**src/rtl/serial_frame_rx.sv**
```systemverilog
// Serial-to-parallel frame receiver: start bit, DATA_WIDTH data bits, optional parity, stop bit.
// Every bit advance is gated by the shared enable strobe; sclr is synchronous, aclr asynchronous.
module serial_frame_rx #(
  parameter int    DATA_WIDTH      = 8,
  parameter string SHIFT_DIRECTION = "LEFT",
  parameter string PARITY          = "NONE"
) (
  input  logic                  clock,
  input  logic                  aclr,
  input  logic                  sclr,
  input  logic                  enable,
  input  logic                  serial_in,
  output logic [DATA_WIDTH-1:0] data_out,
  output logic                  data_valid,
  output logic                  parity_err,
  output logic                  frame_err,
  output logic                  busy
);

  localparam int              CW         = (DATA_WIDTH > 1) ? $clog2(DATA_WIDTH) : 1;
  localparam bit              LSB_FIRST  = (SHIFT_DIRECTION == "RIGHT");
  localparam bit              HAS_PARITY = (PARITY != "NONE");
  localparam bit              ODD_PARITY = (PARITY == "ODD");
  localparam logic [CW-1:0]   LAST_BIT   = CW'(DATA_WIDTH - 1);

  typedef enum logic [1:0] {S_IDLE, S_DATA, S_PARITY, S_STOP} state_t;

  state_t                state, state_d;
  logic [CW-1:0]         cnt, cnt_d;
  logic [DATA_WIDTH-1:0] sr, sr_d, data_d;
  logic                  perr, perr_d;
  logic                  valid_d, perr_out_d, ferr_d;

  // NOTE: every variable gets a default before the case so no path leaves it unassigned (no latches).
  always_comb begin
    state_d    = state;
    cnt_d      = cnt;
    sr_d       = sr;
    perr_d     = perr;
    data_d     = data_out;
    valid_d    = 1'b0;
    perr_out_d = 1'b0;
    ferr_d     = 1'b0;
    if (enable) begin
      unique case (state)
        S_IDLE: begin
          if (!serial_in) begin
            state_d = S_DATA;
            cnt_d   = '0;
            perr_d  = 1'b0;
          end
        end
        S_DATA: begin
          if (LSB_FIRST) sr_d = {serial_in, sr[DATA_WIDTH-1:1]};
          else           sr_d = {sr[DATA_WIDTH-2:0], serial_in};
          if (cnt == LAST_BIT) begin
            cnt_d   = '0;
            state_d = HAS_PARITY ? S_PARITY : S_STOP;
          end else begin
            cnt_d = cnt + 1'b1;
          end
        end
        S_PARITY: begin
          // Even: data^parity must be 0; odd: it must be 1.
          perr_d  = (^sr) ^ serial_in ^ ODD_PARITY;
          state_d = S_STOP;
        end
        S_STOP: begin
          if (serial_in) begin
            data_d     = sr;
            valid_d    = 1'b1;
            perr_out_d = perr;
          end else begin
            ferr_d = 1'b1;
          end
          state_d = S_IDLE;
        end
        default: state_d = S_IDLE;
      endcase
    end
  end

  // NOTE: sequential state uses non-blocking assignments so all registers update from pre-edge values.
  always_ff @(posedge clock or posedge aclr) begin
    if (aclr) begin
      state      <= S_IDLE;
      cnt        <= '0;
      sr         <= '0;
      perr       <= 1'b0;
      data_out   <= '0;
      data_valid <= 1'b0;
      parity_err <= 1'b0;
      frame_err  <= 1'b0;
    end else if (sclr) begin
      state      <= S_IDLE;
      cnt        <= '0;
      sr         <= '0;
      perr       <= 1'b0;
      data_out   <= '0;
      data_valid <= 1'b0;
      parity_err <= 1'b0;
      frame_err  <= 1'b0;
    end else begin
      state      <= state_d;
      cnt        <= cnt_d;
      sr         <= sr_d;
      perr       <= perr_d;
      data_out   <= data_d;
      data_valid <= valid_d;
      parity_err <= perr_out_d;
      frame_err  <= ferr_d;
    end
  end

  assign busy = (state != S_IDLE);

endmodule

```
**config.mk**
```make
export PLATFORM = sky130hd
export DESIGN_NAME = serial_frame_rx
export DESIGN_NICKNAME = d
export VERILOG_FILES = /design/src/rtl/serial_frame_rx.sv
export SDC_FILE = /design/constraint.sdc
export NUM_CORES = 1
export LEC_CHECK = 0
export ABC_AREA = 1
export CORE_UTILIZATION = 57
export CTS_CLUSTER_DIAMETER = 30
export DETAILED_ROUTE_END_ITERATION = 8
export HOLD_SLACK_MARGIN = 0.06
export PLACE_DENSITY = 0.91
export REMOVE_ABC_BUFFERS = 1
export SYNTH_ARGS = -nofsm -noshare
export SYNTH_HDL_FRONTEND = slang
export SYNTH_SLANG_ARGS = --single-unit
```
**constraint.sdc**
```tcl
create_clock -name clock -period 3 [get_ports clock]
set_input_delay 0.75 -clock clock [delete_from_list [all_inputs] [get_ports clock]]
set_output_delay 0.75 -clock clock [all_outputs]
set_load 0.1 [all_outputs]
```
* Word level (Yosys, flattened, before mapping)
Cells that the tools add are included. W data, S select, Z words.
Cells by class: reductions and logical operators 14, $add $sub $neg 1, bitwise gates (word level) 1, mux-type cells 32, equality and inequality tests 6
Operators with widths (number):
- $mux W8 | 7
- $mux W1 | 14
- $mux W3 | 4
- $reduce_bool A2 Y1 | 5
- $reduce_and A3 Y1 | 3
- $mux W2 | 4
- $pmux W2 S4 | 1
- $reduce_xor A8 Y1 | 1
- $ne A3 B3 Y1 const B | 2
- $pmux W3 S2 | 1
- $reduce_bool A3 Y1 | 2
- $eq A2 B2 Y1 const B | 2
- $reduce_and A2 Y1 | 2
- $add A3 B1 Y3 const B | 1
- $eq A3 B3 Y1 const B | 1
- $eq A2 B1 Y1 const B | 1
- $logic_not A2 Y1 | 1
- $pmux W1 S2 | 1
- $xor A1 B1 Y1 | 1
Storage, ports and cells: register bits 25, input bits 5, logic and storage cells 62, output and inout port bits 12

* Logic depth before layout (Yosys ltp)
depth after elaboration 5, mapped depth 10, gate-level depth less buffers 10

* Least setup slack after synthesis
No wires, ideal clock.
path kind reg2out, from register state[0], to output port busy, path slack 0.996 ns, data required time 2.250 ns, data arrival time 1.254 ns, stages on the path, launching flop included 4, path buffers 0, path through dfrtp_1 -> inv_1 -> ha_1 -> inv_1
On the way: longest elaborated chain between the ends 1
RTL lines:
- start, declared | line 28 | state_t state, state_d;
- start signal, assigned | line 104 | state <= state_d;
- $reduce_bool A2 Y1 | line 115 | assign busy = (state != S_IDLE);
- end, declared | line 17 | output logic busy
Every way passes these cells.

* Final worst setup path
Same ends and word-level chain as after synthesis.

==> run_results.csv <==
group,metric,value,unit
floorplanning,die_width,48.95,um
clock_network,clock_sinks,25,
floorplanning,rows,16,
cells_and_area,antenna_cells,0,
sta,period_minus_slack,2.264,ns
pwr,powerDensity,545.8,nW/um^2
clock_network,clockBufferDepth,2,
route,via_per_inst,5.505,
logic_synthesis,seq_area_frac_synth,49.80,%
clock_network,cts_hold_buf,0,
worst_setup_path,cp_data_required_time,2.25,ns
cells_and_area,design_area,1435,um^2
global_route,grt-busiest-layer,"met2",
worst_hold_path,hp-start,"cnt[1]$_DFFE_PP0P_",
logic_synthesis,synth_cells,155,
logic_synthesis,netlist_area,1256,um^2
sta,timing_hold_violations_final,0,
placed_design,dpl.hpwl,1.873,mm
global_route,antenna_found_initial,0,
worst_setup_path,rrSetupSlack,1.36,ns
logic_synthesis,ys_ff_latch,25,
worst_setup_path,worstSetupStartpointType,"flop",
sta,max_freq,441.8,MHz
sta,rsz0062_at_grt,"no",
route,drtIter0Drc,21,
route,vias,1101,
pwr,p_int,475.1,uW
clock_network,cts.reportedPaths.clkPinSlew,0.14,ns
sta,worst_pin_slew,0.9274,ns
cells_and_area,multi_input_area,539.3,um^2
global_route,grt_use_met1,32.23,%
pwr,seqPwrFrac,49.6,%
logic_synthesis,synth_area_leaders,"dfrtp_1, nand2_1, o21ai_0",
route,drcViolationCount,0,
clock_network,cts_setup_buffers,0,
cells_and_area,nNetsFinal,185,
sta,slew_headroom,38.11,%
pwr,switchingPower,308.2,uW
worst_setup_path,path_max_fanout,5,
pwr,clock_power_share,19.9,%
floorplanning,die_area,2396,um^2
pwr,ir_worst_vdd,0.4328,mV
worst_setup_path,r2r_end,"cnt[0]$_DFFE_PP0P_",
sta,report.final.slew_viol_count,0,
flow_run,maxCapViolations,0,
cells_and_area,fillerInstances,136,
clock_network,root_buffer,"clkbuf_4",
clock_network,postCtsResizedCells,0,
sta,setup_viol,0,
clock_network,insertion_delay,0.33,ns
placed_design,place_congestion,0.7904,
worst_hold_path,hold_path_class,"flop to flop",
status,outcome,"finished clean",
global_route,grtUsageTotal,25.56,%
logic_synthesis,avgSynthCellArea,8.105,um^2
clock_network,cts_buffers,3,
placed_design,dp.cells,196,
floorplanning,io_pins,17,
pwr,swShare,39.34,%
sta,finalCritPeriodShare,75.45,%
worst_setup_path,cp-endpoint,"busy",
clock_network,cts_tree,"yes",
global_route,grt-ovfl-total,0,
floorplanning,core-area,2022,um^2
logic_synthesis,yosysUniqueCellTypes,20,
worst_setup_path,crit_arrival,1.51,ns
placed_design,placed_cell_area,1408,um^2
logic_synthesis,synth_top_cell_by_area,"dfrtp_1",
worst_setup_path,critPathLaunch,"state[0]$_DFFE_PP0P_",
logic_synthesis,synth_warnings,0,
route,dr.pass1.iters,4,
cells_and_area,layout-drive-gt1-share,16.18,%
worst_setup_path,crit-reg2reg-launch,"state[0]$_DFFE_PP0P_",
global_route,grtUsageMet2,43.29,%
global_route,grt_max_degree,26,
route,detail-route-antenna-nets,0,
cells_and_area,regArea,625.6,um^2
global_route,grt_util_met3,4.673,%
worst_setup_path,reg2reg_depth,8,
route,wl_per_cell,13.08,um
cells_and_area,syn2layout_area_growth,14.24,%
placed_design,io_buffers,16,
logic_synthesis,yosysTopAreaCellShare,49.80,%
pwr,pwr-share-comb,30.5,%
route,drt-total-wl,2.616,mm
clock_network,htreeDepth,1,
global_route,grt_pass1_wl,4.671,mm
global_route,first_global_vias,1048,
pwr,leakagePower,0.7430,nW
floorplanning,die_y,48.95,um
worst_setup_path,critPathCaptureType,"primary output",
floorplanning,start_util,62.13,%
worst_setup_path,path_class,"flop to primary output",
sta,skew,0.001773,ns
sta,setup_tns,0,ns
cells_and_area,finalNonFillerCells,200,
cells_and_area,postLayoutCoreUtil,70.98,%
worst max-delay path: stages (launching register included):
cell and delay (ns):
dfrtp_1 0.48, inv_1 0.10, ha_1 0.22, inv_1 0.09, buf_4 0.29
synth_stat cells:
master and count:
o21ai_1 1, nor3_1 1, nand2_1 44, clkinv_1 1, buf_4 1, inv_2 9, o211ai_1 1, buf_2 1
inv_1 11, o31ai_1 1, ha_1 6, nor2_1 8, o21ai_0 21, dfrtp_1 25, nand4_1 1, nor3_2 1
nand3_1 19, nor2_4 1, a21o_1 1, a21oi_2 1
sequential cells by signal, indices dropped and copies added (netlist names):
name        flops
data_out        8
sr              8
cnt             3
state           2
data_valid      1
frame_err       1
parity_err      1
perr            1
layout by cell type, fill, tap and decap left out:
cell type         n
nor3_2            1
o211ai_1          1
a21oi_2           1
clkbuf_4          3
nand4_1           1
o21ai_1           1
nor3_1            1
o31ai_1           1
nand3_1          19
nor2_1            8
dfrtp_1          25
nand2_1          44
buf_4            12
o21ai_0          21
ha_1              6
inv_2             9
clkinv_2          1
clkinv_1          1
a21o_1            1
clkdlybuf4s50_1   4
inv_1            11
nor2_4            1
layer usage:
metal	up-vias	share of wire, %
met2	36	48
met4	0	2.1
met3	7	4.6
met1	521	45
li1	537	-
met5	-	0
per-stage QoR:
step | hold slack (ns) | worst slack (ns) | total power, mW
6_report | 0.5241 | 0.7365 | 0.7833
5_1_grt | 0.5543 | 0.6631 | 0.8259
4_1_cts | 0.5282 | 0.7623 | 0.7835
3_5_place_dp | 0.4955 | 0.5429 | 0.6271
3_3_place_gp | 0.4767 | 0.6644 | 0.6184
2_1_floorplan | 0.4570 | 0.9958 | 0.5704
layout make-up:
cell class / count / area share (%)
Clock buffer: 3 / 1.569
Clock inverter: 1 / 0.3487
Inverter: 21 / 5.493
Multi-Input combinational cell: 107 / 37.58
Sequential cell: 25 / 43.59
Tap cell: 27 / 2.354
Timing Repair Buffer: 16 / 9.067
worst min path at each step:
stage | cells after the start | endpoint
after CTS | 2 | cnt[1]$_DFFE_PP0P_
after detailed placement | 2 | cnt[1]$_DFFE_PP0P_
after global routing | 2 | parity_err$_DFF_PP0_
final | 2 | cnt[1]$_DFFE_PP0P_
after global placement | 2 | cnt[1]$_DFFE_PP0P_
after floorplan | 2 | cnt[1]$_DFFE_PP0P_
cell families after synthesis:
logic type | after synthesis | share of synthesized area, %
DFF | 25 | 49.80
AOI/OAI and AO/OA | 26 | 11.26
adders and majority gates | 6 | 5.976
buffers and inverters | 23 | 7.270
and+or+nand+nor | 75 | 25.70
power groups by stage:
stage	registers, mW	logic [mW]	clock network, mW
3_3_place_gp	0.390	0.228	0
4_1_cts	0.388	0.237	0.159
6_report	0.389	0.239	0.156
3_5_place_dp	0.393	0.234	0
2_1_floorplan	0.394	0.176	0
5_1_grt	0.393	0.263	0.170
Note: power is estimated with default switching activity, not from simulation.
